### src/rtl/cpu_halt_monitor.sv
// cpu_halt_monitor: run-control monitor for the multicycle MIPS core.
// Watches the current instruction and controller state, counts RUN cycles and
// fetch events, and halts on a masked instruction breakpoint (per-slot hit
// count) or on a fetch-starvation timeout. A halt holds until resume_i.
//
// Ports:
//   clk_i, rst_ni        clock, asynchronous active-low reset
//   instruction_i        instruction currently held by the core
//   state_i              current controller FSM state
//   bp_wr_*_i            breakpoint slot write (idx, value, care mask, target)
//   resume_i             single-cycle pulse that leaves HALTED
//   halted_o             registered halt flag
//   halt_cause_o         00 none, 01 breakpoint, 10 timeout
//   halt_bp_idx_o        slot that caused a breakpoint halt
//   cycle_count_o        RUN cycles since reset (saturating)
//   instr_count_o        fetch events in RUN since reset (saturating)
module cpu_halt_monitor #(
    parameter int unsigned NUM_BP      = 4,
    parameter int unsigned INSTR_W     = 32,
    parameter int unsigned STATE_W     = 4,
    parameter int unsigned FETCH_STATE = 0,
    parameter int unsigned CNT_W       = 32,
    parameter int unsigned TIMEOUT     = 1000,
    localparam int unsigned IDX_W      = (NUM_BP > 1) ? $clog2(NUM_BP) : 1
) (
    input  logic               clk_i,
    input  logic               rst_ni,
    input  logic [INSTR_W-1:0] instruction_i,
    input  logic [STATE_W-1:0] state_i,
    input  logic               bp_wr_en_i,
    input  logic [IDX_W-1:0]   bp_wr_idx_i,
    input  logic [INSTR_W-1:0] bp_wr_value_i,
    input  logic [INSTR_W-1:0] bp_wr_mask_i,
    input  logic [7:0]         bp_wr_target_i,
    input  logic               resume_i,
    output logic               halted_o,
    output logic [1:0]         halt_cause_o,
    output logic [IDX_W-1:0]   halt_bp_idx_o,
    output logic [CNT_W-1:0]   cycle_count_o,
    output logic [CNT_W-1:0]   instr_count_o
);

    localparam int unsigned TC_W = (TIMEOUT > 1) ? $clog2(TIMEOUT) : 1;
    localparam logic [1:0] CauseNone = 2'b00;
    localparam logic [1:0] CauseBp   = 2'b01;
    localparam logic [1:0] CauseTmo  = 2'b10;

    typedef enum logic [0:0] {StRun, StHalted} fsm_e;

    fsm_e               fsm_q;
    logic               halted_q;
    logic [1:0]         cause_q;
    logic [IDX_W-1:0]   idx_q;
    logic [CNT_W-1:0]   cycle_q;
    logic [CNT_W-1:0]   instr_q;
    logic [TC_W-1:0]    tcnt_q;

    logic [INSTR_W-1:0] value_q  [NUM_BP];
    logic [INSTR_W-1:0] mask_q   [NUM_BP];
    logic [7:0]         target_q [NUM_BP];
    logic [7:0]         hit_q    [NUM_BP];
    logic [7:0]         hit_d    [NUM_BP];

    logic               run;
    logic               fetch;
    logic               resume_go;
    logic               timeout_hit;
    logic               bp_fire;
    logic [IDX_W-1:0]   win_idx;
    logic [NUM_BP-1:0]  wr_sel;
    logic [NUM_BP-1:0]  match;
    logic [NUM_BP-1:0]  fire;

    assign run       = (fsm_q == StRun);
    assign fetch     = run && (state_i == STATE_W'(FETCH_STATE));
    assign resume_go = !run && resume_i;
    assign timeout_hit = (TIMEOUT != 0) && run && !fetch &&
                         (tcnt_q == TC_W'(TIMEOUT - 1));

    // A slot being written this cycle neither matches nor counts.
    // Out-of-range write indices select no slot at all.
    always_comb begin
        for (int k = 0; k < NUM_BP; k++) begin
            wr_sel[k] = bp_wr_en_i && (bp_wr_idx_i == IDX_W'(k));
            match[k]  = fetch && (target_q[k] != 8'd0) && !wr_sel[k] &&
                        (((instruction_i ^ value_q[k]) & mask_q[k]) == '0);
            fire[k]   = match[k] &&
                        (({1'b0, hit_q[k]} + 9'd1) >= {1'b0, target_q[k]});
        end
    end

    // Lowest firing index wins: scan downward so the last assignment is lowest.
    always_comb begin
        bp_fire = 1'b0;
        win_idx = '0;
        for (int k = NUM_BP - 1; k >= 0; k--) begin
            if (fire[k]) begin
                bp_fire = 1'b1;
                win_idx = IDX_W'(k);
            end
        end
    end

    always_comb begin
        for (int k = 0; k < NUM_BP; k++) begin
            hit_d[k] = hit_q[k];
            if (wr_sel[k]) begin
                hit_d[k] = 8'd0;
            end else if (resume_go && (cause_q == CauseBp) && (idx_q == IDX_W'(k))) begin
                hit_d[k] = 8'd0;
            end else if (match[k] && (hit_q[k] != 8'hff)) begin
                hit_d[k] = hit_q[k] + 8'd1;
            end
        end
    end

    always_ff @(posedge clk_i or negedge rst_ni) begin
        if (!rst_ni) begin
            for (int k = 0; k < NUM_BP; k++) begin
                value_q[k]  <= '0;
                mask_q[k]   <= '0;
                target_q[k] <= 8'd0;
                hit_q[k]    <= 8'd0;
            end
        end else begin
            for (int k = 0; k < NUM_BP; k++) begin
                if (wr_sel[k]) begin
                    value_q[k]  <= bp_wr_value_i;
                    mask_q[k]   <= bp_wr_mask_i;
                    target_q[k] <= bp_wr_target_i;
                end
                hit_q[k] <= hit_d[k];
            end
        end
    end

    always_ff @(posedge clk_i or negedge rst_ni) begin
        if (!rst_ni) begin
            fsm_q    <= StRun;
            halted_q <= 1'b0;
            cause_q  <= CauseNone;
            idx_q    <= '0;
            cycle_q  <= '0;
            instr_q  <= '0;
            tcnt_q   <= '0;
        end else begin
            unique case (fsm_q)
                StRun: begin
                    if (cycle_q != '1) cycle_q <= cycle_q + 1'b1;
                    if (fetch && (instr_q != '1)) instr_q <= instr_q + 1'b1;
                    if (fetch) begin
                        tcnt_q <= '0;
                    end else if (tcnt_q != '1) begin
                        tcnt_q <= tcnt_q + 1'b1;
                    end
                    // Breakpoint takes precedence over a same-cycle timeout.
                    if (bp_fire) begin
                        fsm_q    <= StHalted;
                        halted_q <= 1'b1;
                        cause_q  <= CauseBp;
                        idx_q    <= win_idx;
                    end else if (timeout_hit) begin
                        fsm_q    <= StHalted;
                        halted_q <= 1'b1;
                        cause_q  <= CauseTmo;
                        idx_q    <= '0;
                    end
                end
                StHalted: begin
                    if (resume_i) begin
                        fsm_q    <= StRun;
                        halted_q <= 1'b0;
                        cause_q  <= CauseNone;
                        idx_q    <= '0;
                        tcnt_q   <= '0;
                    end
                end
            endcase
        end
    end

    assign halted_o      = halted_q;
    assign halt_cause_o  = cause_q;
    assign halt_bp_idx_o = idx_q;
    assign cycle_count_o = cycle_q;
    assign instr_count_o = instr_q;

endmodule

### config.mk
export PLATFORM = sky130hd
export DESIGN_NAME = cpu_halt_monitor
export DESIGN_NICKNAME = d
export VERILOG_FILES = /design/src/rtl/cpu_halt_monitor.sv
export SDC_FILE = /design/constraint.sdc
export NUM_CORES = 1
export LEC_CHECK = 0
export ABC_AREA = 0
export CAP_MARGIN = 10
export CORE_MARGIN = 10
export CORE_UTILIZATION = 35
export DETAILED_ROUTE_END_ITERATION = 16
export SLEW_MARGIN = 40
export SYNTH_ARGS = -nofsm -noshare
export SYNTH_HDL_FRONTEND = slang
export SYNTH_SLANG_ARGS = --single-unit
### constraint.sdc
create_clock -name clk_i -period 3 [get_ports clk_i]
set_input_delay 0.45 -clock clk_i [delete_from_list [all_inputs] [get_ports clk_i]]
set_output_delay 0.45 -clock clk_i [all_outputs]
set_load 0.005 [all_outputs]
==> metrics.txt, run 1 <==
Critical path buffers and inverters=0; drt wl/cell=21.2 um; share of layout cells above drive strength 1=26.2%; global routing usage on met3=2.62%; busiest metal layer after global routing=met2; relative slew slack=47.8%; setup_tns=0 ps; final hold violation count=0; CP peak stage delay=430 ps; FF+latch count, synth=400; antenna violations before repair=1; Crit Reg-Reg Endpoint=halt_bp_idx_o[0]; overall routing resource usage=17.2%; vias per inst=5.24; row cnt=85; worst reg2reg startpoint=hit_q[24]; setup violators final=0; P_sw=4.37 mW; sequential area share after synthesis=52.6%; CTS clock-pin slew for the worst setup and hold paths=60 ps; f_max=348 MHz; core area=53,800 um2; RePlAce Congestion=0.910; largest family of logic cells by synthesized area=multiplexers; vias=13,700; reg2reg path depth=11; Detailed Route WL=55.4 mm; largest net degree at the start of global routing=81; delay-heaviest family, CP=compound AO/OA/AOI/OAI gates; type of the worst setup path=reg2reg; Final Skew=22.6 ps; number of top-level pins=183; fillers=4,957; status=finished, final reports clean; Hold Path Class=in2async; Post-synth EDFFs=0; Mean Syn Cell Area=12.1 um2; Gate Count Post-Synth=1,567; Finished Layout Cells=2,609; Adder-Cell Fraction of Synth Area=2.57%; synthesized cell area=19,000 um2; Slew @ Worst Pin=783 ps; antenna-violating nets left=0; # port buffers=182; DIE AREA=64,000 um2; worst endpoint data arrival time=3360 ps; FFs w/ async S/R, synth=100%; Power Total=15.7 mW; Final #Nets=2,032; ys flop type=dfrtp_1; met2 global-route usage=28.6%; r2r setup slk=130 ps; Setup crit start=hit_q[24]; DRT iter0 DRCs=901; Netlist cell types=49; post-synthesis simple-gate area fraction=10.1%; final worst-path cycle share=95.7%; DP HPWL=41.7 mm; detailed-route DRC error count=0; syn_nets=1,720; grt total ovfl=0; Clock Path Buffers=3; Compound-Gate Fraction of Synth Area=6.21%; hold slack=466 ps; root buf cell=clkbuf_16; Switching Share=27.9%; maximum vdd drop=0.431 mV; final core occ=45.0%; placed insts=2,519; chip width=253 um; worst skew pair latency=580 ps; number of global-route vias before repair=14,100; cell mode on critical path=ha_1; Gate power share=18.9%; XOR/XNOR Fraction of Synth Area=10.0%; startpoint types=register; Multi-input gate area=8780 um2; synth warn=0; RSZ-0062 raised after global routing=yes; met1 Usage GRT=22.4%; CTS H-tree lvls=2; # clock sinks=400; first-pass GRT wire length=85.1 mm; CTS tree=done; Register Area=10,000 um2; endpoint class of the critical path=register; area delta synth->final=27.3%; sequential share of power=43.9%; Initial Utilization=35.3%; DRT Pass-1 Iters=5; P_int=11.3 mW; TritonCTS buffer count=46; clock power share=37.1%; Worst EP required=3490 ps; power density over the cells=648 nW/um2; Max Cap Viol=0; critical-path maximum fanout=6; die span in y=253 um; post-synthesis mux area share=16.8%; slowest stage cell, crit path=dfrtp_1; final worst path period need=2870 ps; LEAKAGE=10.6 nW; Max Slew Vio Count=0; critical-path cell list=ha_1 > nand3_1 > xnor2_1 > ha_1 > and4_1 > a21oi_1 > nand4_1 > and3_4 > o21bai_4 > o41a_1 > o21ai_1
## cells in the mapped netlist, types with 14 or more instances
cell / number / share of area [%]
a22oi_1: 69 / 2.7
and3_1: 26 / 0.86
clkbuf_1: 39 / 0.77
dfrtp_1: 400 / 53
ha_1: 39 / 2.6
inv_1: 37 / 0.73
mux2_2: 283 / 17
nand2_1: 95 / 1.9
nand2b_1: 19 / 0.63
nand3_1: 70 / 1.8
nand4_1: 54 / 1.8
nor2_1: 39 / 0.77
nor4_1: 14 / 0.46
o21ai_0: 48 / 1.3
xnor2_1: 62 / 2.9
xor2_1: 155 / 7.1
## layout by cell type (no fill, tap or decap), types with 19 or more instances in the layout
cell | netlist | layout
xor2_1 | 155 | 154
buf_4 | 0 | 117
o21ai_0 | 48 | 45
dfrtp_1 | 400 | 399
clkdlybuf4s50_1 | 0 | 181
nand2b_1 | 19 | 19
and3_1 | 26 | 22
a22oi_1 | 69 | 69
nand3_1 | 70 | 69
nor2_1 | 39 | 39
clkbuf_16 | 0 | 47
xnor2_1 | 62 | 61
inv_1 | 37 | 37
nand4_1 | 54 | 54
nand2_1 | 95 | 94
ha_1 | 39 | 38
mux2_2 | 283 | 283
## how the worst max path moves through the flow
| stage | end | depth (start not counted) | slack, ps |
|---|---|---|---|
| floorplan | hit_q[18] | 10 | 280 |
| global placement | hit_q[18] | 10 | -300 |
| detailed placement | hit_q[21] | 11 | -380 |
| CTS | halt_bp_idx_o[0] | 13 | 4 |
| global route | halt_bp_idx_o[0] | 14 | -30 |
| finish | halt_bp_idx_o[0] | 11 | 130 |
## per-layer routing
| metal | vias to the layer above | wire length, um |
|---|---|---|
| li1 | 6258 | - |
| met1 | 6981 | 24600 |
| met2 | 348 | 26600 |
| met3 | 87 | 2480 |
| met4 | 0 | 1730 |
| met5 | - | 0 |
## flip-flops by register name, indices dropped and copies added (netlist names)
name           count
instr_count_o     32
halt_bp_idx_o      2
hit_q             32
cycle_count_o     32
fsm_q              1
value_q          128
halted_o           1
tcnt_q            10
target_q          32
mask_q           128
halt_cause_o       2
## kinds of logic (layout without fill, tap and decap cells)
group / Yosys count / in the layout
AOI/OAI and AO/OA: 177 / 177
adders and majority gates: 39 / 39
xor gates and xnor gates: 217 / 217
other: 0 / 1
buffers and inverters: 80 / 425
muxes: 284 / 284
DFF: 400 / 400
and+or+nand+nor: 370 / 370
## power groups by stage
stage                     logic, mW  clock network [mW]  registers (mW)
after floorplan                1.61                   0            6.80
after global placement         2.91                   0            6.94
after detailed placement       2.97                   0            6.98
after CTS                      2.98                5.96            6.88
after global routing           3.23                6.17            7.00
final                          2.97                5.82            6.89
## metrics by stage
step           setup slack (ps)  instance area [um2]
5_1_grt                   -30.3                24200
4_1_cts                    3.67                24100
6_report                    129                24200
3_5_place_dp               -383                22500
2_1_floorplan               276                19000
3_3_place_gp               -304                22500
## layout make-up
cell class                      instances  area share (%)
Sequential cell                       400            41.4
Multi-Input combinational cell       1087            36.3
Clock buffer                           65            5.55
Inverter                               37           0.574
Timing Repair Buffer                  307            11.8
Antenna cell                            1          0.0103
Tap cell                              696            3.60
Clock inverter                         16           0.889
## repair_timing
action | in CTS | in global routing
setup endpoints to repair | 1 | 6
hold endpoints to repair | 63 | 0
buffers inserted | 0 | 8
hold buffers | 1 | 0
pin swaps | 1 | 16
resized for setup | 3 | 17
No activity file was read; power rests on OpenSTA's default activity.
==> run 2, diff against run 1 <==
--- a/config.mk
+++ b/config.mk
@@ -7,6 +7,7 @@
 export LEC_CHECK = 0
 export ABC_AREA = 0
 export CAP_MARGIN = 10
+export CORE_ASPECT_RATIO = 0.6
 export CORE_MARGIN = 10
 export CORE_UTILIZATION = 35
 export DETAILED_ROUTE_END_ITERATION = 16
==> run 2 against run 1 <==
  * Critical path type unchanged
  * Largest power group unchanged
  * Critical path depth increased by 1
  * Clock skew shrank 3.5 ps
  * Utilization grew 0.082 points
==> metrics.txt, run 2 (synthesis results as in run 1) <==
Max Slew Vio Count=0 (unchanged); status=finished, final reports clean; power density over the cells=656 nW/um2 (+1.3%); Slew @ Worst Pin=822 ps (+38.3 ps); core area=53,900 um2 (+0.20%); Clock Path Buffers=3 (unchanged); DRT iter0 DRCs=1,148 (+27%); DRT Pass-1 Iters=5 (unchanged); Switching Share=28.6% (+0.70 points); Top Registers=mask_q (128), value_q (128); endpoint class of the critical path=register; number of global-route vias before repair=13,900 (-2.0%); # clock sinks=400 (unchanged); P_sw=4.55 mW (+4.2%); RePlAce Congestion=0.930 (+2.2%); Power Total=15.9 mW (+1.7%); share of layout cells above drive strength 1=26.6% (+0.38 points); Gate power share=19.4% (+0.5 points); largest net degree at the start of global routing=88 (+8.6%); worst skew pair latency=560 ps (-20 ps); LEAKAGE=10.6 nW (about the same); antenna violations before repair=7 (+6); TritonCTS buffer count=43 (-6.5%); Hold Path Class=in2async; commonest non-fill, non-tap cells in the layout=dfrtp_1 (398), mux2_2 (283), clkdlybuf4s50_1 (181); CTS H-tree lvls=2 (unchanged); Critical path buffers and inverters=0 (unchanged); root buf cell=clkbuf_16; area delta synth->final=27.8%; CTS clock-pin slew for the worst setup and hold paths=60 ps (about the same); die span in y=201 um (-21%); final hold violation count=0 (unchanged); overall routing resource usage=17.9% (+0.63 points); worst endpoint data arrival time=3310 ps (-50 ps); # port buffers=182 (unchanged); f_max=346 MHz (-0.67%); Detailed Route WL=58.6 mm (+5.8%); number of top-level pins=183 (unchanged); startpoint types=register; CP peak stage delay=380 ps (-50 ps); clock power share=37.2% (about the same); Final Skew=19.1 ps (-3.50 ps); slowest stage cell, crit path=dfrtp_1; vias per inst=5.21 (-0.67%); grt total ovfl=0 (unchanged); Final #Nets=2,026 (-0.30%); DIE AREA=64,400 um2 (+0.48%); row cnt=66 (-22%); most common cell after layout, fill and taps aside=dfrtp_1; Worst EP required=3420 ps (-70 ps); critical-path maximum fanout=5 (-1); Max Cap Viol=0 (unchanged); cell mode on critical path=and3_4; drt wl/cell=22.3 um (+5.1%); relative slew slack=45.2% (-2.6 points); maximum vdd drop=0.436 mV (+1.2%); fillers=4,900 (-1.1%); type of the worst setup path=reg2reg; detailed-route DRC error count=0 (unchanged); setup violators final=0 (unchanged); vias=13,700 (-0.022%); DP HPWL=44.7 mm (+7.1%); first-pass GRT wire length=88.9 mm (+4.4%); P_int=11.4 mW (+0.68%); Initial Utilization=35.3% (-0.072 points); sequential share of power=43.4% (-0.5 points); delay-heaviest family, CP=simple AND/OR/NAND/NOR gates; chip width=321 um (+27%); hold slack=353 ps (-113 ps); antenna-violating nets left=0 (unchanged); final worst path period need=2890 ps (+19.5 ps); final worst-path cycle share=96.4% (+0.65 points); critical-path cell list=and3_4 > and3_1 > nand3_1 > xnor2_2 > ha_1 > and4_1 > a21oi_1 > nand4_1 > and3_4 > o21bai_2 > nor3_1 > a21boi_1; CTS tree=done
[run 2: cell count changes in the layout (fill, tap and decap cells not counted), moves of 3 or more]
cell,before,now
ha_1,38,35
ha_2,1,4
diode_2,1,5
clkbuf_16,47,44
clkbuf_8,10,6
bufinv_16,5,9
buf_4,117,112
[run 2: routing by layer]
layer / global-route usage [%] / vias to the layer above / wire, um
li1: - / 6279 / -
met1: 26.1 / 6936 / 28100
met2: 24.9 / 385 / 24400
met3: 6.14 / 69 / 5160
met4: 3.93 / 2 / 968
met5: 0 / - / 13
[run 2: per-stage QoR]
step / area, um2 / setup TNS, ps / setup slack [ps] / cells / utilization, %
6_report: 24300 / 0 / 109 / 2626 / 45.1
5_1_grt: 24300 / -14.8 / -14.8 / 2624 / 45.1
4_1_cts: 24100 / 0 / 18.8 / 2615 / 44.7
3_5_place_dp: 22500 / -10920 / -387 / 2535 / 41.8
3_3_place_gp: 22500 / -6170 / -306 / 2535 / 41.8
2_1_floorplan: 19000 / 0 / 276 / 1567 / -
[run 2: cell type report]
class,count,area (um2),share of cell area [%]
Inverter,37,139,0.572
Antenna cell,5,12.5,0.0515
Tap cell,714,893,3.68
Clock buffer,58,1210,4.99
Multi-Input combinational cell,1087,8810,36.2
Sequential cell,400,10000,41.2
Clock inverter,21,355,1.46
Timing Repair Buffer,304,2870,11.8
[run 2: final timing paths]
check | from | endpoint | slack, ps | depth (start not counted)
max | hit_q[28] | halted_o | 110 | 12
min | rst_ni | instr_count_o[0] | 350 | 2
min reg2reg | cycle_count_o[6] | cycle_count_o[6] | 490 | 1
max reg2reg | hit_q[28] | halted_o | 110 | 12
min in group clk_i | cycle_count_o[6] | cycle_count_o[6] | 490 | 1
max in group asynchronous | rst_ni | value_q[20] | 1690 | 4
[run 2: timing repair]
item                                    in CTS  in global routing
gates resized for setup                      1                 28
endpoints found under the setup margin       3                  6
hold endpoints to repair                    77                  0
buffers inserted                             0                  6
hold buffers                                 1                  0
pin swaps                                    1                 12
[run 2: worst reg2reg max path: stages, from the launching register on]
cell and delay (ps):
dfrtp_1 380, and3_4 200, and3_1 180, nand3_1 130, xnor2_2 180, ha_1 310, and4_1 230, a21oi_1 140
nand4_1 180, and3_4 210, o21bai_2 220, nor3_1 280, a21boi_1 110
[run 2: power by group through the flow]
stage | logic (mW) | registers (mW) | clock network, mW
floorplan | 1.61 | 6.80 | 0
global placement | 2.97 | 6.95 | 0
detailed placement | 3.03 | 7.00 | 0
CTS | 3.06 | 6.90 | 6.04
global route | 3.34 | 7.02 | 6.29
finish | 3.10 | 6.92 | 5.93
==> run 3, diff against run 2 <==
--- a/config.mk
+++ b/config.mk
@@ -11,6 +11,7 @@
 export CORE_MARGIN = 10
 export CORE_UTILIZATION = 35
 export DETAILED_ROUTE_END_ITERATION = 16
+export PLACE_DENSITY = 0.62
 export SLEW_MARGIN = 40
 export SYNTH_ARGS = -nofsm -noshare
 export SYNTH_HDL_FRONTEND = slang
==> constraint.sdc (replaced) <==
create_clock -name clk_i -period 3.2 [get_ports clk_i]
set_input_delay 0.48 -clock clk_i [delete_from_list [all_inputs] [get_ports clk_i]]
set_output_delay 0.48 -clock clk_i [all_outputs]
set_load 0.02 [all_outputs]
==> run 3 against run 2 <==
  * Total power is 9.3% lower
  * Critical endpoint is now halt_bp_idx_o[0]
  * Fmax is 5.5% lower
  * Utilization is 0.98 points lower
==> metrics.txt, run 3 (synthesis results as in run 1) <==
number of top-level pins=183 (unchanged); Detailed Route WL=57.8 mm (-1.3%); Worst EP required=3680 ps (+260 ps); root buf cell=clkbuf_16; share of layout cells above drive strength 1=24.5% (-2.0 points); # clock sinks=400 (unchanged); type of the worst setup path=reg2reg; startpoint types=register; vias=13,700 (+0.044%); antenna violations before repair=8 (+1); fillers=4,982 (+1.7%); final hold violation count=0 (unchanged); antenna-violating nets left=0 (unchanged); Slew @ Worst Pin=811 ps (-10.8 ps); TritonCTS buffer count=42 (-2.3%); busiest metal layer after global routing=met1; relative slew slack=45.8% (+0.60 points); die span in y=201 um (unchanged); Finished Layout Cells=2,588 (-1.4%); commonest non-fill, non-tap cells in the layout=dfrtp_1 (396), mux2_2 (283), clkdlybuf4s50_1 (181); Final #Nets=1,994 (-1.6%); row cnt=66 (unchanged); worst skew pair latency=560 ps (about the same); endpoint class of the critical path=register; CTS clock-pin slew for the worst setup and hold paths=60 ps (about the same); setup violators final=0 (unchanged); met2 global-route usage=24.6% (-0.32 points); drt wl/cell=22.3 um (+0.15%); final worst path period need=3060 ps (+168 ps); Max Slew Vio Count=0 (unchanged); maximum vdd drop=0.456 mV (+4.4%); DP HPWL=44.2 mm (-1.2%); DRT Pass-1 Iters=5 (unchanged); LEAKAGE=10.3 nW (-2.5%); area delta synth->final=25.0%; critical-path maximum fanout=4 (-1); DRT iter0 DRCs=1,068 (-7.0%); # port buffers=182 (unchanged); met1 Usage GRT=25.6% (-0.53 points); critical-path cell list=and2_4 > nand4_1 > xnor2_1 > ha_1 > a211oi_1 > nor2_1 > nor3_1 > o31ai_1 > buf_4 > nand4_1 > nand2_2 > o41a_1 > o21ai_0; Max Cap Viol=0 (unchanged); f_max=327 MHz (-5.5%); overall routing resource usage=17.6% (-0.24 points); Clock Path Buffers=3 (unchanged); worst endpoint data arrival time=3530 ps (+220 ps); Initial Utilization=35.3% (unchanged); number of global-route vias before repair=13,700 (-0.97%); first-pass GRT wire length=87.7 mm (-1.3%); placed insts=2,508 (-1.1%); delay-heaviest family, CP=simple AND/OR/NAND/NOR gates; Hold Path Class=in2async; global routing usage on met3=6.67% (+0.53 points); vias per inst=5.28 (+1.5%); slowest stage cell, crit path=dfrtp_1; Top Registers=mask_q (128), value_q (128); detailed-route DRC error count=0 (unchanged); RePlAce Congestion=0.913 (-1.9%); grt total ovfl=0 (unchanged); CTS H-tree lvls=2 (unchanged); Critical path buffers and inverters=1 (+1); largest net degree at the start of global routing=71 (-19%); CTS tree=done; cell mode on critical path=nand4_1; final worst-path cycle share=95.6% (-0.77 points); core area=53,900 um2 (unchanged); status=finished, final reports clean; most common cell after layout, fill and taps aside=dfrtp_1; Final Skew=24.4 ps (+5.28 ps); chip width=321 um (unchanged); CP peak stage delay=420 ps (+40 ps); power density over the cells=609 nW/um2 (-7.2%); DIE AREA=64,400 um2 (unchanged); Power Total=14.5 mW (-9.3%)
-- run 3: cell count changes in the layout (fill, tap and decap cells not counted), moves of 4 or more --
cell / change
and3_1: +4
buf_12: -4
and3_4: -4
clkbuf_8: +5
buf_4: -26
bufinv_16: -6
-- run 3: area by class of cell --
type                            instances  area [um2]  share of cell area [%]
Multi-Input combinational cell       1087        8750                    36.8
Inverter                               37         139                   0.584
Clock inverter                         12         150                   0.632
Tap cell                              714         893                    3.76
Clock buffer                           61        1250                    5.27
Sequential cell                       400       10000                    42.1
Antenna cell                            4        10.0                  0.0421
Timing Repair Buffer                  273        2560                    10.8
-- run 3: layer usage --
metal  wire (um)  part of all wire [%]  vias to the layer above
li1            -                     -                     6195
met1       27200                    47                     6993
met2       23800                    41                      412
met3        5920                    10                       69
met4         830                   1.4                        8
met5          46                 0.080                        -
-- run 3: timing repair --
| action | CTS | global route |
|---|---|---|
| hold endpoints to repair | 61 | 0 |
| resized for setup | 0 | 14 |
| endpoints found under the setup margin | 0 | 5 |
| setup buffers | 0 | 2 |
| hold buffers | 1 | 0 |
-- run 3: stage by stage --
| stage | setup TNS [ps] | utilization, % | worst slack (ps) | area (um2) | hold slack, ps |
|---|---|---|---|---|---|
| 2_1_floorplan | 0 | - | 446 | 19000 | 184 |
| 6_report | 0 | 44.1 | 141 | 23800 | 473 |
| 3_5_place_dp | -2880 | 41.3 | -196 | 22300 | 482 |
| 5_1_grt | -33.5 | 44.1 | -33.5 | 23800 | 517 |
| 3_3_place_gp | -2120 | 41.3 | -177 | 22300 | 477 |
| 4_1_cts | 0 | 43.9 | 67.3 | 23700 | 495 |
-- run 3: path summary, 6_finish.rpt --
path / startpoint / end / slack [ps] / cells past startpoint
min in group clk_i: cycle_count_o[14] / cycle_count_o[14] / 490 / 1
worst min-delay path: rst_ni / instr_count_o[20] / 470 / 2
worst min register to register: cycle_count_o[14] / cycle_count_o[14] / 490 / 1
worst max register to register: hit_q[11] / halt_bp_idx_o[0] / 140 / 13
max in group asynchronous: rst_ni / cycle_count_o[4] / 1700 / 3
worst max-delay path: hit_q[11] / halt_bp_idx_o[0] / 140 / 13
-- run 3: report_power, final --
part | internal [mW] | leakage (nW) | total (mW) | switching [mW]
Sequential | 5.85 | 4.94 | 6.49 | 0.642
Clock | 2.96 | 0.690 | 5.07 | 2.11
Combinational | 1.39 | 4.72 | 2.91 | 1.52
Total | 10.2 | 10.3 | 14.5 | 4.27
